[src/rtl/psum_rd_seq.sv]
// Psum SRAM read-out sequencer: sweeps rows x banks row-major, one bank read per non-held cycle.
// Optional column mask (skips banks whose mask bit is 0) enabled by PSUM_RD_COL_MASK_EN.
module psum_rd_seq #(
  parameter int unsigned PE_COL = 32,
  parameter int unsigned ADDR_W = 8
) (
  input  logic              CLK,
  input  logic              RST,
  input  logic              i_Start,
  input  logic [ADDR_W-1:0] i_Base_Addr,
  input  logic [ADDR_W:0]   i_Num_Rows,
`ifdef PSUM_RD_COL_MASK_EN
  input  logic [PE_COL-1:0] i_Col_Mask,
`endif
  input  logic              i_Hold,
  output logic [PE_COL-1:0] o_Psram_En,
  output logic [ADDR_W-1:0] o_Psram_Addr,
  output logic              o_Valid_WB_Psum,
  output logic              o_Busy,
  output logic              o_Done
);

  localparam int unsigned BankW = (PE_COL > 1) ? $clog2(PE_COL) : 1;

  typedef enum logic [1:0] {StIdle, StRun, StDone} state_e;

  state_e              state_q, state_d;
  logic [ADDR_W-1:0]   base_q, base_d;
  logic [ADDR_W:0]     rows_q, rows_d;
  logic [ADDR_W:0]     row_q, row_d;
  logic [BankW-1:0]    bank_q, bank_d;
  logic [PE_COL-1:0]   en_d;
  logic [ADDR_W-1:0]   addr_d;
  logic                valid_d, busy_d, done_d;
  logic [PE_COL-1:0]   mask_sel;
`ifdef PSUM_RD_COL_MASK_EN
  logic [PE_COL-1:0]   mask_q, mask_d;
`endif

  logic                issue;
  logic [ADDR_W:0]     cur_row;
  logic [BankW-1:0]    cur_bank;
  logic [BankW-1:0]    first_idx, nxt_idx;
  logic                nxt_found;

  always_comb begin
    state_d  = state_q;
    base_d   = base_q;
    rows_d   = rows_q;
    row_d    = row_q;
    bank_d   = bank_q;
    en_d     = '0;
    addr_d   = o_Psram_Addr;
    valid_d  = 1'b0;
    busy_d   = 1'b0;
    done_d   = 1'b0;
    issue    = 1'b0;
    cur_row  = row_q;
    cur_bank = bank_q;
`ifdef PSUM_RD_COL_MASK_EN
    mask_d   = mask_q;
    mask_sel = (state_q == StIdle) ? i_Col_Mask : mask_q;
`else
    mask_sel = '1;
`endif

    // Lowest set bit of the active mask: first bank of every row.
    first_idx = '0;
    for (int i = int'(PE_COL) - 1; i >= 0; i--) begin
      if (mask_sel[i]) first_idx = BankW'(i);
    end

    unique case (state_q)
      StIdle: begin
        if (i_Start) begin
          base_d = i_Base_Addr;
          rows_d = i_Num_Rows;
          row_d  = '0;
          bank_d = '0;
`ifdef PSUM_RD_COL_MASK_EN
          mask_d = i_Col_Mask;
`endif
          if (i_Num_Rows == '0 || mask_sel == '0) begin
            state_d = StDone;
            done_d  = 1'b1;
          end else begin
            state_d  = StRun;
            busy_d   = 1'b1;
            issue    = 1'b1;
            cur_row  = '0;
            cur_bank = first_idx;
          end
        end
      end
      StRun: begin
        // Pointer past the last row means the final read has already been shown.
        if (row_q == rows_q) begin
          state_d = StDone;
          done_d  = 1'b1;
        end else begin
          busy_d = 1'b1;
          issue  = !i_Hold;
        end
      end
      StDone:  state_d = StIdle;
      default: state_d = StIdle;
    endcase

    // Next set mask bit above the bank being read, if any.
    nxt_found = 1'b0;
    nxt_idx   = '0;
    for (int i = int'(PE_COL) - 1; i >= 0; i--) begin
      if (mask_sel[i] && (i > int'(cur_bank))) begin
        nxt_found = 1'b1;
        nxt_idx   = BankW'(i);
      end
    end

    if (issue) begin
      en_d    = PE_COL'(1) << cur_bank;
      addr_d  = base_d + cur_row[ADDR_W-1:0];
      valid_d = 1'b1;
      if (nxt_found) begin
        bank_d = nxt_idx;
        row_d  = cur_row;
      end else begin
        bank_d = first_idx;
        row_d  = cur_row + (ADDR_W+1)'(1);
      end
    end
  end

  always_ff @(posedge CLK or posedge RST) begin
    if (RST) begin
      state_q         <= StIdle;
      base_q          <= '0;
      rows_q          <= '0;
      row_q           <= '0;
      bank_q          <= '0;
      o_Psram_En      <= '0;
      o_Psram_Addr    <= '0;
      o_Valid_WB_Psum <= 1'b0;
      o_Busy          <= 1'b0;
      o_Done          <= 1'b0;
    end else begin
      state_q         <= state_d;
      base_q          <= base_d;
      rows_q          <= rows_d;
      row_q           <= row_d;
      bank_q          <= bank_d;
      o_Psram_En      <= en_d;
      o_Psram_Addr    <= addr_d;
      o_Valid_WB_Psum <= valid_d;
      o_Busy          <= busy_d;
      o_Done          <= done_d;
    end
  end

`ifdef PSUM_RD_COL_MASK_EN
  always_ff @(posedge CLK or posedge RST) begin
    if (RST) mask_q <= '0;
    else     mask_q <= mask_d;
  end
`endif

endmodule

[config.mk]
export PLATFORM = sky130hd
export DESIGN_NAME = psum_rd_seq
export DESIGN_NICKNAME = d
export VERILOG_FILES = /design/src/rtl/psum_rd_seq.sv
export SDC_FILE = /design/constraint.sdc
export NUM_CORES = 1
export LEC_CHECK = 0
export ABC_AREA = 1
export ABC_CLOCK_PERIOD_IN_PS = 5780
export BUFFER_PORTS_ARGS = -buffer_cell sky130_fd_sc_hd__buf_2
export CAP_MARGIN = 5
export CORE_MARGIN = 3
export CORE_UTILIZATION = 61
export CTS_CLUSTER_DIAMETER = 120
export DETAILED_ROUTE_END_ITERATION = 6
export PLACE_DENSITY_LB_ADDON = 0.3
export RECOVER_POWER = 100
export SLEW_MARGIN = 20
export SYNTH_ARGS = -nofsm -noshare
export SYNTH_HDL_FRONTEND = slang
export SYNTH_SLANG_ARGS = --single-unit
[constraint.sdc]
create_clock -name CLK -period 5.78 [get_ports CLK]
set_input_delay 0.578 -clock CLK [delete_from_list [all_inputs] [get_ports CLK]]
set_output_delay 0.578 -clock CLK [all_outputs]
set_load 0.05 [all_outputs]
==> metrics.txt <==
status finished with violations; failing checks capacitance limit, slew limit; Root Buffer clkbuf_8; #FFs+latches synth 76; CP Launch Type flop; Max stage delay on crit path 0.76 ns; worst-margin pin slew 3.90 ns; synth top area cells dfrtp_1, nand2_1, nor2_1, inv_1, ha_1; final WL 10000 um; Cells after Synth 480; Crit Path Class flop to flop; critical-path cell with the highest stage delay clkbuf_1; cell family contributing the most delay on the critical path simple AND/OR/NAND/NOR gates; HP Class input port to flop; Hold Path Depth 3; drt wl/cell 16.1 um; Slew Limit Headroom -160%; Synthesized Nets around 510; worst hold margin 0.441 ns; cell repeated most along the worst path nand2_1; Initial Utilization around two thirds; Clock Tree Buf Depth 2; Main synth FF type dfrtp_1; DP Wirelength 7260 um; Yosys top cell area share about half; clk_lat worst skew 0.35 ns; RSZ-0062 raised after global routing false; Setup TNS 0 ns; Final Power 2.12 mW; vias in the first global route around 3.4k; TritonCTS clock tree built; Post-route DRC 0; Max Clk Rate 0.219 GHz; WP data arrival 4.79 ns; CTS Hold Bufs 0; I/O pin count 64; 1st-iter DRT viols about 380; Worst R2R Start state_q[0]$_DFFE_PP0P_; drt first pass iters 6; I/O Buffers 63; period utilization 79.0%; H-tree Lvls 3; grt ovf 0; Hold Path Sink rows_q[4]$_DFFE_PP0P_; Fin. Hold Viols 0; number of CTS-inserted buffers 9; sequential element share of the synthesized area 48.4%; area of the mapped netlist just under 4000 um2; reg2reg end row_q[7]$_DFFE_PP0P_; yosys warns 0; CP cell instances nor2_1 -> nand2_1 -> clkbuf_1 -> o21bai_4 -> inv_1 -> nor2_1 -> ha_1 -> inv_1 -> nor2_1 -> nand2_1 -> nand2_1 -> nand2_1 -> nor2_4 -> inv_1 -> nor3_2 -> nand3_1 -> nor4_2 -> nand2_1 -> nor2_1 -> o22ai_2; pin count of the biggest net entering global routing 77; die height 86.3 um; initial antenna violation count 0; vias per inst 5.70; Buf/Inv on CP 4; fin nets around 580; post-CTS sizing 0; Synth-to-Final Area Change 12.0%; clk_skew 0.00615 ns; synth unique cells 40; Placement Rows 28; Worst Setup End Kind flop; Hold Startpoint i_Num_Rows[4]; post-CTS setup repair buffer count 0; Sink Count 76; fillcell total 510; max cap viols 1; layout cell share with drive strength beyond 1 10.4%; RePlAce Congestion 1.03; reg2reg path depth 20; first-pass GRT wire length 16800 um; Global Route Usage Sum 29.0%; Critical Path RT ~6.0 ns; syn_area_per_cell approximately 8.2 um2; reg-to-reg slack, setup approximately 1.2 ns; area of the multi-input gates 1750 um2; Vias 3558; Post-DRT Antenna Nets 0; crit-path max FO 24; pins over their slew limit 77; antenna cells 0; async set or reset register ratio after synthesis 100%; largest area contributor in the netlist dfrtp_1; LEAKAGE 2.13 nW; Final Setup Violations 0; Die Wd 86.3 um; Post-synth EDFFs 0; die area 7440 um2; IR drop worst, VDD 0.384 mV; Core ar. 6060 um2; clock slew at reported path FFs 0.08 ns; FF+latch area 1900 um2; Final min period 4.56 ns; Pwr Density 483 nW/um2
## layer usage
metal	vias to the layer above	track usage [%]	routed length [um]
met5	-	0	0
met3	30	5.99	838
met2	200	44.6	4520
met4	0	9.07	251
met1	1667	41.5	4430
li1	1661	-	-
## through the flow
step / util [%] / worst slack (ns) / area, um2 / cells
5_1_grt: 72.6 / 0.901 / 4400 / 624
3_5_place_dp: 70.9 / 1.70 / 4300 / 608
2_1_floorplan: - / 2.62 / 3930 / 480
6_report: 72.6 / 1.22 / 4400 / 624
3_3_place_gp: 70.9 / 1.83 / 4300 / 608
4_1_cts: 73.7 / 2.06 / 4470 / 624
## Yosys cell counts, types with 4 or more instances
cell type,count
xnor2_1,8
ha_1,12
dfrtp_1,76
nand2_1,130
xor2_1,8
inv_1,49
o22ai_1,8
nor3_1,14
nand3_1,13
inv_2,4
clkbuf_1,7
a21oi_1,12
a31oi_1,5
o21ai_0,26
nor2_1,59
nand2_2,4
buf_2,4
## how the worst max path moves through the flow
stage                           start                    to  slack, ns  cells after the start
3_3_place_gp            i_Num_Rows[3]  row_q[7]$_DFFE_PP0P_       1.83                     20
4_1_cts                 i_Num_Rows[3]  row_q[7]$_DFFE_PP0P_       2.06                     20
3_5_place_dp            i_Num_Rows[3]  row_q[7]$_DFFE_PP0P_       1.70                     20
2_1_floorplan           i_Num_Rows[8]  row_q[7]$_DFFE_PP0P_       2.62                     20
6_report       state_q[0]$_DFFE_PP0P_  row_q[7]$_DFFE_PP0P_       1.22                     20
5_1_grt        state_q[1]$_DFFE_PP0P_  row_q[7]$_DFFE_PP0P_       0.90                     20
## worst reg2reg max path: stages (launching register included)
cell and delay (ns):
dfrtp_1 0.35, nor2_1 0.05, nand2_1 0.05, clkbuf_1 0.76, o21bai_4 0.42, inv_1 0.32
nor2_1 0.30, ha_1 0.36, inv_1 0.09, nor2_1 0.16, nand2_1 0.10, nand2_1 0.11
nand2_1 0.10, nor2_4 0.19, inv_1 0.13, nor3_2 0.16, nand3_1 0.19, nor4_2 0.26
nand2_1 0.12, nor2_1 0.14, o22ai_2 0.09
## cell type report
| type | count | area share [%] |
|---|---|---|
| clock inverter | 6 | 0.881 |
| clock buffer | 10 | 2.90 |
| inverter | 57 | 4.92 |
| multi-input combinational | 334 | 39.7 |
| tap | 75 | 2.13 |
| sequential | 76 | 43.2 |
| timing repair buffer | 66 | 6.20 |
## flip-flops by register name, summed over array words and instances, names as in the netlist
register and flops:
o_Psram_Addr 8, bank_q 5, state_q 2, base_q 8, o_Valid_WB_Psum 1, row_q 9
rows_q 9, o_Psram_En 32, o_Done 1, o_Busy 1
## power by group
part,internal [mW],switching [mW]
sequential,0.671,0.0911
combinational,0.277,0.731
clock,0.155,0.199
## kinds of logic after synthesis
kind of cell | synth area share, %
adder cells (fa/ha/maj) | 4.33
flip-flops | 48.4
buffers and inverters | 7.07
XOR/XNOR | 3.57
AO/OA/AOI/OAI | 10.1
AND/OR/NAND/NOR | 26.5
## cell usage in the layout (no fill, tap or decap), drive strengths merged
| master | netlist | layout |
|---|---|---|
| nor4 | 3 | 3 |
| nand2 | 135 | 135 |
| nand3 | 17 | 17 |
| clkinv | 3 | 6 |
| nand3b | 1 | 1 |
| buf | 6 | 20 |
| a32o | 1 | 1 |
| o211ai | 3 | 3 |
| a31oi | 5 | 5 |
| o32ai | 1 | 1 |
| clkinvlp | 0 | 2 |
| xor2 | 8 | 8 |
| o21ai | 29 | 29 |
| nor2 | 65 | 65 |
| dfrtp | 76 | 76 |
| xnor2 | 8 | 8 |
| clkbuf | 7 | 56 |
| nand4 | 3 | 3 |
| inv | 54 | 55 |
| o22ai | 9 | 9 |
| nor3 | 15 | 15 |
| o21bai | 3 | 3 |
| o31ai | 3 | 3 |
| fa | 1 | 1 |
| a21oi | 12 | 12 |
| ha | 12 | 12 |
(Power assumes the default switching activity.)
